File: config.mk
export PLATFORM = sky130hd
export DESIGN_NAME = audio_mixer_flat
export DESIGN_NICKNAME = d
export VERILOG_FILES = /design/src/rtl/audio_mixer_if.sv /design/src/rtl/audio_mixer.sv /design/src/flat_wrapper.sv
export SDC_FILE = /design/constraint.sdc
export NUM_CORES = 1
export LEC_CHECK = 0
export ABC_AREA = 1
export ABC_CLOCK_PERIOD_IN_PS = 5000
export CAP_MARGIN = 5
export CORE_ASPECT_RATIO = 1.5
export CORE_MARGIN = 2
export CORE_UTILIZATION = 50
export DETAILED_ROUTE_END_ITERATION = 10
export GPL_ROUTABILITY_DRIVEN = 0
export HOLD_SLACK_MARGIN = 0.05
export PLACE_DENSITY = 0.73
export SYNTH_ARGS = -nofsm -noshare
export SYNTH_HDL_FRONTEND = slang
export SYNTH_SLANG_ARGS = --single-unit
File: constraint.sdc
create_clock -name clk -period 5 [get_ports clk]
set_input_delay 0.5 -clock clk [delete_from_list [all_inputs] [get_ports clk]]
set_output_delay 0.5 -clock clk [all_outputs]
set_load 0.01 [all_outputs]
File: src/rtl/audio_mixer_if.sv
// DAC-side frame handshake: head sample pair plus valid/ready.
// master drives left/right/valid, slave drives ready.
interface audio_mixer_if;
  logic signed [15:0] left;
  logic signed [15:0] right;
  logic               valid;
  logic               ready;

  modport master (
    output left,
    output right,
    output valid,
    input  ready
  );

  modport slave (
    input  left,
    input  right,
    input  valid,
    output ready
  );
endinterface

File: src/rtl/audio_mixer.sv
// Stereo mixer: sample-rate tick, per-channel accumulate, master volume,
// saturation and frame FIFO toward the DAC.
// Ports: clk, rst (sync, active-high), i_samples/i_isMono/i_isRight/
// i_isPlaying per channel, i_masterVolume (128 = unity), o_sampleTick,
// o_dropCount, dac (master: left/right/valid out, ready in).
// Optional peak meters (i_peakClear, o_peakLeft, o_peakRight) are built
// when AUDIO_MIXER_PEAK_EN is defined.
module audio_mixer #(
  parameter int NUM_CHANNELS = 8,
  parameter int CLK_DIV      = 1134,
  parameter int FIFO_DEPTH   = 4
) (
  input  logic                      clk,
  input  logic                      rst,
  input  logic [16*NUM_CHANNELS-1:0] i_samples,
  input  logic [NUM_CHANNELS-1:0]   i_isMono,
  input  logic [NUM_CHANNELS-1:0]   i_isRight,
  input  logic [NUM_CHANNELS-1:0]   i_isPlaying,
  input  logic [7:0]                i_masterVolume,
  output logic                      o_sampleTick,
  output logic [15:0]               o_dropCount,
`ifdef AUDIO_MIXER_PEAK_EN
  input  logic                      i_peakClear,
  output logic [15:0]               o_peakLeft,
  output logic [15:0]               o_peakRight,
`endif
  audio_mixer_if.master             dac
);

  localparam int DW = $clog2(CLK_DIV);
  localparam int IW = (NUM_CHANNELS > 1) ? $clog2(NUM_CHANNELS) : 1;
  localparam int AW = 16 + $clog2(NUM_CHANNELS) + 1;
  localparam int PW = AW + 9;
  localparam int FW = $clog2(FIFO_DEPTH);

  typedef enum logic [2:0] {
    S_IDLE, S_WAIT, S_ACCUM, S_SCALE, S_PUSH
  } state_t;

  state_t              state, state_n;
  logic [DW-1:0]       div;
  logic [IW-1:0]       idx;
  logic signed [AW-1:0] acc_l, acc_r;
  logic signed [15:0]  y_l, y_r;
  logic [15:0]         smp;
  logic signed [AW-1:0] s_ext;
  logic                last_ch;
  logic signed [PW-1:0] prod_l, prod_r;

  logic [31:0]         mem [FIFO_DEPTH];
  logic [FW-1:0]       wr_ptr, rd_ptr, rd_ptr_n;
  logic [FW:0]         count, count_n;
  logic                full, push, pop;
  logic [31:0]         din, head_n;

  function automatic logic [15:0] sat16(input logic signed [PW-1:0] p);
    logic signed [PW-1:0] q;
    q = p >>> 7;
    if (q > $signed(PW'(32767)))
      sat16 = 16'h7FFF;
    else if (q < $signed(PW'(-32768)))
      sat16 = 16'h8000;
    else
      sat16 = q[15:0];
  endfunction

  // Sample-rate divider; the tick is the terminal count itself.
  always_ff @(posedge clk) begin
    if (rst)
      div <= '0;
    else if (div == DW'(CLK_DIV - 1))
      div <= '0;
    else
      div <= div + 1'b1;
  end

  assign o_sampleTick = (div == DW'(CLK_DIV - 1));

  always_comb begin
    smp = '0;
    for (int k = 0; k < NUM_CHANNELS; k++)
      if (idx == IW'(k))
        smp = i_samples[16*k +: 16];
  end

  assign s_ext   = i_isPlaying[idx] ? AW'($signed(smp)) : '0;
  assign last_ch = (idx == IW'(NUM_CHANNELS - 1));
  assign prod_l  = PW'(acc_l) * PW'($signed({1'b0, i_masterVolume}));
  assign prod_r  = PW'(acc_r) * PW'($signed({1'b0, i_masterVolume}));

  always_comb begin
    state_n = state;
    unique case (state)
      S_IDLE:  if (o_sampleTick) state_n = S_WAIT;
      S_WAIT:  state_n = S_ACCUM;
      S_ACCUM: if (last_ch) state_n = S_SCALE;
      S_SCALE: state_n = S_PUSH;
      S_PUSH:  state_n = S_IDLE;
      default: state_n = S_IDLE;
    endcase
  end

  always_ff @(posedge clk) begin
    if (rst) begin
      state <= S_IDLE;
      idx   <= '0;
      acc_l <= '0;
      acc_r <= '0;
      y_l   <= '0;
      y_r   <= '0;
    end else begin
      state <= state_n;
      if (state == S_IDLE && o_sampleTick) begin
        acc_l <= '0;
        acc_r <= '0;
      end
      if (state == S_WAIT)
        idx <= '0;
      if (state == S_ACCUM) begin
        idx <= idx + 1'b1;
        // Mono feeds both sides; stereo picks one side.
        if (i_isMono[idx] || !i_isRight[idx])
          acc_l <= acc_l + s_ext;
        if (i_isMono[idx] || i_isRight[idx])
          acc_r <= acc_r + s_ext;
      end
      if (state == S_SCALE) begin
        y_l <= sat16(prod_l);
        y_r <= sat16(prod_r);
      end
    end
  end

  // Frame FIFO; full is judged on the pre-pop count.
  assign full     = (count == (FW+1)'(FIFO_DEPTH));
  assign push     = (state == S_PUSH) && !full;
  assign pop      = dac.valid && dac.ready;
  assign din      = {y_l, y_r};
  assign rd_ptr_n = pop ? rd_ptr + 1'b1 : rd_ptr;
  assign count_n  = count + (FW+1)'(push) - (FW+1)'(pop);
  // A push that lands on the new head bypasses the memory read.
  assign head_n   = (push && wr_ptr == rd_ptr_n) ? din : mem[rd_ptr_n];

  always_ff @(posedge clk) begin
    if (push)
      mem[wr_ptr] <= din;
  end

  always_ff @(posedge clk) begin
    if (rst) begin
      wr_ptr      <= '0;
      rd_ptr      <= '0;
      count       <= '0;
      dac.valid   <= 1'b0;
      dac.left    <= '0;
      dac.right   <= '0;
      o_dropCount <= '0;
    end else begin
      if (push)
        wr_ptr <= wr_ptr + 1'b1;
      rd_ptr    <= rd_ptr_n;
      count     <= count_n;
      dac.valid <= (count_n != '0);
      if (count_n != '0)
        {dac.left, dac.right} <= head_n;
      if (state == S_PUSH && full && o_dropCount != 16'hFFFF)
        o_dropCount <= o_dropCount + 1'b1;
    end
  end

`ifdef AUDIO_MIXER_PEAK_EN
  function automatic logic [15:0] abs16(input logic signed [15:0] v);
    if (v == 16'sh8000)
      abs16 = 16'h7FFF;
    else if (v < 0)
      abs16 = 16'(-v);
    else
      abs16 = v;
  endfunction

  always_ff @(posedge clk) begin
    if (rst || i_peakClear) begin
      o_peakLeft  <= '0;
      o_peakRight <= '0;
    end else if (state == S_PUSH) begin
      if (abs16(y_l) > o_peakLeft)
        o_peakLeft <= abs16(y_l);
      if (abs16(y_r) > o_peakRight)
        o_peakRight <= abs16(y_r);
    end
  end
`endif

endmodule

File: src/flat_wrapper.sv
// flat-port wrapper written by rule: the top's interface ports become plain ports
module audio_mixer_flat 
#(
  parameter int NUM_CHANNELS = 8,
  parameter int CLK_DIV      = 1134,
  parameter int FIFO_DEPTH   = 4
)
  (clk, rst, i_samples, i_isMono, i_isRight, i_isPlaying, i_masterVolume, o_sampleTick, o_dropCount, dac_left, dac_right, dac_valid, dac_ready);
  audio_mixer_if dac_i ();
  input  logic clk;
  input  logic rst;
  input  logic [16*NUM_CHANNELS-1:0] i_samples;
  input  logic [NUM_CHANNELS-1:0] i_isMono;
  input  logic [NUM_CHANNELS-1:0] i_isRight;
  input  logic [NUM_CHANNELS-1:0] i_isPlaying;
  input  logic [7:0] i_masterVolume;
  output logic o_sampleTick;
  output logic [15:0] o_dropCount;
  output wire logic [$bits(dac_i.left)-1:0] dac_left;
  output wire logic [$bits(dac_i.right)-1:0] dac_right;
  output wire logic [$bits(dac_i.valid)-1:0] dac_valid;
  input wire logic [$bits(dac_i.ready)-1:0] dac_ready;
  assign dac_left = dac_i.left;
  assign dac_right = dac_i.right;
  assign dac_valid = dac_i.valid;
  assign dac_i.ready = dac_ready;
  audio_mixer #(.NUM_CHANNELS(NUM_CHANNELS), .CLK_DIV(CLK_DIV), .FIFO_DEPTH(FIFO_DEPTH)) u_core (.clk(clk), .rst(rst), .i_samples(i_samples), .i_isMono(i_isMono), .i_isRight(i_isRight), .i_isPlaying(i_isPlaying), .i_masterVolume(i_masterVolume), .o_sampleTick(o_sampleTick), .o_dropCount(o_dropCount), .dac(dac_i));
endmodule
# ---- Word level (Yosys, flattened, before mapping)
# Memories as Yosys holds them, arrays and structs flattened. A register that Yosys moved wholly into a read port is not among the register bits.
# Cells that the tools add are included.
dict set report word_totals {
  ff_bits 113
  ramBits 128
  input_bits 163
  out_inout_bits 50
  memories 1
}
# memory depth word_bits read_ports rd_clocked_by_memory_dff wr line_no
set mem_list {}
lappend mem_list {u_core.mem 4 32 1 1 1 audio_mixer.sv:50} ;# logic [31:0] mem [FIFO_DEPTH];
dict set report classes {
  add_sub_neg 9
  mul 2
  n_lt_le_gt_ge 5
  n_eq_ne 16
  muxes 33
  n_reduce_logical 15
}
# operator count
set ops {}
lappend ops {{$mux 16} 12}
lappend ops {{$mux 20} 7}
lappend ops {{$mul 20x9->29} 2}
lappend ops {{$gt 22x16->1 const B} 2}
lappend ops {{$lt 22x16->1 const B} 2}
lappend ops {{$add 20x20->20} 2}
lappend ops {{$eq 3x3->1 const B} 6}
lappend ops {{$add 16x1->16 const B} 1}
lappend ops {{$ne 16x16->1 const B} 1}
lappend ops {{$eq 3x2->1 const B} 4}
lappend ops {{$mux 3} 4}
lappend ops {{$pmux 3 s4} 1}
lappend ops {{$add 11x1->11 const B} 1}
lappend ops {{$eq 11x11->1 const B} 1}
lappend ops {{$bmux 1 s3} 3}
lappend ops {{$eq 3x1->1 const B} 2}
lappend ops {{$logic_not 3->1} 2}
lappend ops {{$logic_and 1x1->1} 5}
lappend ops {{$mux 1} 5}
lappend ops {{$add 2x1->2 const B} 2}
lappend ops {{$lt 3x4->1 const B} 1}
lappend ops {{$ne 2x1->1 const B} 2}
lappend ops {{$add 3x1->3} 1}
lappend ops {{$add 3x1->3 const B} 1}
lappend ops {{8 further kinds} 10}

# ---- Longest topological paths before layout
# Gate-level depths: netlist (run 1).
dict set report logic_depth {
  word_depth 13
  mapped_depth 30
}

# ---- Worst setup path after synthesis (run 1)
# No wires, ideal clock.
dict set report synth_path {
  path_type {input to register}
  start {input port i_masterVolume[0]}
  end {register u_core.y_r[10]}
  setup_time_ns 0.122
  arrival_time_ns 4.875
  t_required_ns 4.878
  setup_slack_ns 0.003
  stages 24
  cell_sequence {buf_2 buf_1 nand2_1 fa_1 inv_1 fa_1 fa_1 inv_1 fa_1 inv_1 ha_1 nand2_1 inv_1 a21oi_1 nor2_1 nor2_1 nand3_1 nand2_1 nand2_1 nor2_1 nand3_1 a21oi_4 buf_6 a21oi_2}
}
dict set report synth_via {
  elab_chain_cells 4
  word_cells_on_any_way 5
  classes_between {mul: 1; order compare: 2; mux: 2}
}
# item line_no
set synth_lines {}
lappend synth_lines {{from (decl)} flat_wrapper.sv:16} ;# input logic [7:0] i_masterVolume;
lappend synth_lines {{$mul 20x9->29 (*)} audio_mixer.sv:89} ;# assign prod_r = PW'(acc_r) * PW'($signed({1'b0, i_masterVolume}));
lappend synth_lines {{$lt 22x16->1} audio_mixer.sv:61} ;# else if (q < $signed(PW'(-32768)))
lappend synth_lines {{$mux 16} audio_mixer.sv:61}
lappend synth_lines {{$mux 16 (*)} audio_mixer.sv:59} ;# if (q > $signed(PW'(32767)))
lappend synth_lines {{to (signal assigned)} audio_mixer.sv:129} ;# y_r <= sat16(prod_r);
lappend synth_lines {{to (decl)} audio_mixer.sv:44} ;# logic signed [15:0] y_l, y_r;
# Mark *: on every way between the ends. The rest lies on a longest branch, timed or not.
# A chain may end at the register's enable or synchronous reset.

# ---- Final worst setup path (run 1)
dict set report layout_path {
  start {register u_core.acc_l[3]}
  end {register u_core.y_l[14]}
}
dict set report layout_via {
  elab_chain_cells 4
  word_cells_on_any_way 5
  classes_between {mul: 1; order compare: 2; mux: 2}
}
# item line_no
set layout_lines {}
lappend layout_lines {{from (decl)} audio_mixer.sv:43} ;# logic signed [AW-1:0] acc_l, acc_r;
lappend layout_lines {{from (signal assigned)} audio_mixer.sv:123} ;# acc_l <= acc_l + s_ext;
lappend layout_lines {{$mul 20x9->29 (*)} audio_mixer.sv:88} ;# assign prod_l = PW'(acc_l) * PW'($signed({1'b0, i_masterVolume}));
lappend layout_lines {{$lt 22x16->1} audio_mixer.sv:61}
lappend layout_lines {{$mux 16} audio_mixer.sv:61}
lappend layout_lines {{$mux 16 (*)} audio_mixer.sv:59}
lappend layout_lines {{to (signal assigned)} audio_mixer.sv:128} ;# y_l <= sat16(prod_l);
lappend layout_lines {{to (decl)} audio_mixer.sv:44}
# Marked as above.

==> impl_metrics.csv, run 1 <==
group,metric,value,unit
outcome,outcome,"completed",
critical_path,cp.required,5.45,ns
synthesis,yosysSeqAreaShare,0.255,
grt,antenna_found_initial,1,
min_path,hold_path_depth,2,
grt,grt_pass1_wl,113000,um
min_path,min_to,"u_core.o_dropCount[4]",
placed_design,hpwl,53400,um
timing,worst_pin_slew,1.07,ns
cts,worst_skew_pair.late_latency,0.57,ns
cts,clk_root_buffer_cell,"clkbuf_16",
cts,max_h_tree_level,1,
critical_path,critPathCaptureType,"register",
synthesis,synthesis.instances,3518,
min_path,hold_path_startpoint,"u_core.o_dropCount[4]",
power_and_ir_drop,cellPowerDensity,182,nW/um^2
die,fp.coreArea,52500,sq um
critical_path,worst_path_largest_cell_delay,0.56,ns
cts,tritoncts_num_sinks,273,
power_and_ir_drop,worst_ir_drop_vdd,0.000246,V
critical_path,reg2reg_slack,0.22,ns
placed_design,detailed_place.area,30700,sq um
die,die-height,286,um
final_layout,fillers,4615,
timing,finalHoldViolCount,0,
cts,tritoncts,"done",
grt,number_of_global_route_vias_before_repair,23847,
critical_path,critical_path.max_fanout,8,
timing,worst_clock_skew,0.0122,ns
grt,overflow,0,
die,ioPinCount,213,
detailed_routing,dr_total_vias,23641,
critical_path,cp_num_cells,25,
detailed_routing,detail-route-antenna-nets,0,
power_and_ir_drop,power.leakage,16.0,nW
critical_path,critPathKind,"reg2reg",
synthesis,synth_register_bits,273,
final_layout,final_layout_size_suffix_gt1_frac,0.125,
detailed_routing,detail_route.wl_per_cell,15.2,um
timing,period_needed,4.78,ns
detailed_routing,drc,0,
die,die_area,54800,sq um
cts,clock_path_buffers,3,
synthesis,cell_type_contributing_the_most_total_cell_area_after_synthesis,"fa_1",
synthesis,syn-num-nets,4095,
synthesis,async_reset_ff_frac,0,
timing,timing.final.crit_share,0.956,
synthesis,dominantRegCellSynth,"dfxtp_1",
timing,max-slew-margin-rel,0.284,
timing,max_freq,209,MHz
cts,worst_setup_hold_path_clk_slew,0.06,ns
cts,cts-hold-fix-buffers,0,
final_layout,finish.utilization,0.617,
critical_path,worst-path-buf-inv,5,
placed_design,place.port_buffers,212,
synthesis,synth_enable_flop_cells,128,
timing,final_total_negative_setup_slack,0,ns
critical_path,r2r_start,"u_core.acc_l[3]",
critical_path,worst_setup_path_start_kind,"register",
final_layout,num_antenna_cells,0,
critical_path,critPathSlowestCell,"fa_1",
cts,cts_buffers,27,
synthesis,synthDominantCellAreaShare,0.192,
synthesis,synth.cell_area,26400,sq um
min_path,min_path_type,"reg2reg",
detailed_routing,first_pass_iters,5,
final_layout,area_growth_syn_to_layout,22.5,%
critical_path,number_of_cells_on_the_worst_reg_to_reg_path,25,
critical_path,crit_path_frequent_cell,"nand2_1",
flow_run,cap_violations,0,
final_layout,fin_area,32400,sq um
synthesis,yosysWarningCount,0,
timing,drv_slew,0,
die,number_of_placement_rows,103,
detailed_routing,drt-vias-per-instance,5.20,
detailed_routing,totalWireLength,69300,um
critical_path,reg2reg_end,"u_core.y_l[14]",
synthesis,post_synth.cell_area_avg,7.51,sq um
grt,grt_start_max_net_pins,66,
critical_path,worst-endpoint-arrival,5.23,ns
timing,timing.final.setup_violations,0,
synthesis,post_synth_num_cell_types,53,
final_layout,fin_nets,4422,
die,initial_core_util,0.504,
grt,overall_fraction_of_global_route_tracks_in_use,0.254,
die,chipWidth,192,um
detailed_routing,first_iter_violations,1155,
synthesis,synth.top_cells.by_area,"fa_1 (19%), edfxtp_1 (15%), nand2_1 (12%)",
critical_path,worst_path_dominant_cell_family,"adder cells",
timing,grt_setup_unrepaired,"yes",
registers in the layout, indices dropped and copies added, names as in the netlist:
| signal | cells |
|---|---|
| u_core.mem | 128 |
| u_core.acc_l | 20 |
| u_core.acc_r | 20 |
| u_core.dac.left | 16 |
| u_core.dac.right | 16 |
| u_core.o_dropCount | 16 |
| u_core.y_l | 16 |
| u_core.y_r | 16 |
| u_core.div | 11 |
| u_core.count | 3 |
| u_core.idx | 3 |
| u_core.state | 3 |
| u_core.rd_ptr | 2 |
| u_core.wr_ptr | 2 |
| u_core.dac.valid | 1 |
stage by stage:
step	std cells	power, mW	hold slack [ns]	setup WS, ns
6_report	4548	5.91	0.464	0.221
5_1_grt	4548	6.19	0.491	-0.0400
4_1_cts	4541	5.98	0.471	0.0353
3_5_place_dp	4485	3.93	0.461	-0.692
3_3_place_gp	4485	3.91	0.452	-0.581
2_1_floorplan	3518	3.25	0.434	0.00344
what timing repair did:
item	4_1_cts	5_1_grt
endpoints found under the hold margin	0	0
pin swaps	10	18
buffers inserted	0	6
endpoints found under the setup margin	30	32
cloned	6	1
resized for setup	46	113
worst max path at each step:
stage,startpoint,end,slack (ns)
6_report,u_core.acc_l[3],u_core.y_l[14],0.22
5_1_grt,u_core.acc_r[11],u_core.y_r[10],-0.04
4_1_cts,i_masterVolume[5],u_core.y_l[14],0.04
3_5_place_dp,i_masterVolume[0],u_core.y_r[2],-0.69
3_3_place_gp,i_masterVolume[3],u_core.y_l[0],-0.58
2_1_floorplan,i_masterVolume[0],u_core.y_r[10],0.003
cell families after synthesis:
family | after synthesis | share of synthesized area
XOR/XNOR | 61 | 0.0202
AND/OR/NAND/NOR | 1264 | 0.195
AO/OA/AOI/OAI | 596 | 0.130
flip-flops | 273 | 0.255
buffers and inverters | 910 | 0.132
adder cells (fa/ha/maj) | 414 | 0.268
cell usage after synthesis (5+ instances only):
master	n
xor2_1	35
or2_2	7
o21ai_0	247
nor3b_1	5
nand4_1	22
inv_2	5
dfxtp_1	145
nor2_1	220
o221ai_1	33
nand3_1	117
buf_1	10
ha_1	161
buf_2	15
edfxtp_1	128
xnor2_1	26
inv_1	746
o211ai_1	42
a21oi_2	20
clkbuf_1	123
a21oi_1	189
o22ai_1	24
nand2_1	830
a31oi_1	6
nand2_2	13
o31ai_1	5
nor4_1	6
nor3_1	24
fa_1	253
a211oi_1	9
worst register-to-register path, cell delays in order, from the launching register on:
cell and delay [ns]:
dfxtp_1 0.41, nand2_1 0.12, fa_1 0.54, fa_1 0.51, inv_1 0.05, fa_1 0.56
inv_1 0.07, fa_1 0.53, inv_1 0.07, ha_4 0.26, nand2_1 0.07, nand2_1 0.08
nand2_1 0.11, nand2_1 0.06, nand2_1 0.07, nand2_1 0.07, nand2_1 0.10, buf_4 0.12
nand4_1 0.07, nand2_1 0.09, nand2_1 0.07, nor2_2 0.09, nand3b_2 0.10, a21oi_4 0.24
buf_12 0.17, a21oi_2 0.06
layout by cell type (no fill, tap or decap), types with 6 or more instances in the layout:
master / instances
clkdlybuf4s50_1: 205
clkinv_2: 8
inv_2: 6
o21ai_1: 6
ha_2: 7
nor2_2: 18
nor3_2: 8
o21ai_0: 244
ha_1: 136
o211ai_1: 42
nor2_4: 8
inv_1: 744
buf_12: 16
a31oi_1: 6
o221ai_1: 33
or2_2: 7
nand3_1: 114
dfxtp_2: 24
buf_4: 218
edfxtp_1: 128
nand2_2: 36
nand4_1: 22
xnor2_1: 25
xor2_1: 34
a21oi_2: 38
dfxtp_1: 116
a21oi_1: 171
a211oi_1: 9
ha_4: 18
fa_1: 252
clkbuf_16: 27
o22ai_1: 24
nor3_1: 17
nand2_1: 807
nor2_1: 198
power by group:
part	switching (mW)	internal, mW	leakage (nW)
clock	0.894	1.14	0.436
sequential	0.0743	2.47	2.17
combinational	0.722	0.613	13.4
total	1.69	4.22	16.0
routing by layer:
metal | track usage | vias up | part of all wire
met1 | 0.284 | 11114 | 0.38
met3 | 0.0271 | 185 | 0.047
li1 | - | 11659 | -
met4 | 0.127 | 2 | 0.052
met2 | 0.473 | 681 | 0.52
met5 | 0 | - | 0.00017
final cells by class:
class,count,area (sq um),share of cell area
clock inverters,16,156,0.00483
clock buffers,34,722,0.0223
well taps,682,853,0.0264
inverters,754,2830,0.0874
multi-input cells,2336,16800,0.518
repair buffers,453,4250,0.131
flip-flops and latches,273,6800,0.210
No activity file was read; power rests on OpenSTA's default activity.
==> run 2: changes to the inputs <==
- SKIP_LAST_GASP: default -> 1
==> results of run 2 <==
Final layout, timing and power as in run 1 (identical DEF).
==> run 3: changes to the inputs <==
- ABC_CLOCK_PERIOD_IN_PS: 5000 -> default
==> results of run 3 <==
Final layout, timing and power as in run 1 (identical DEF).
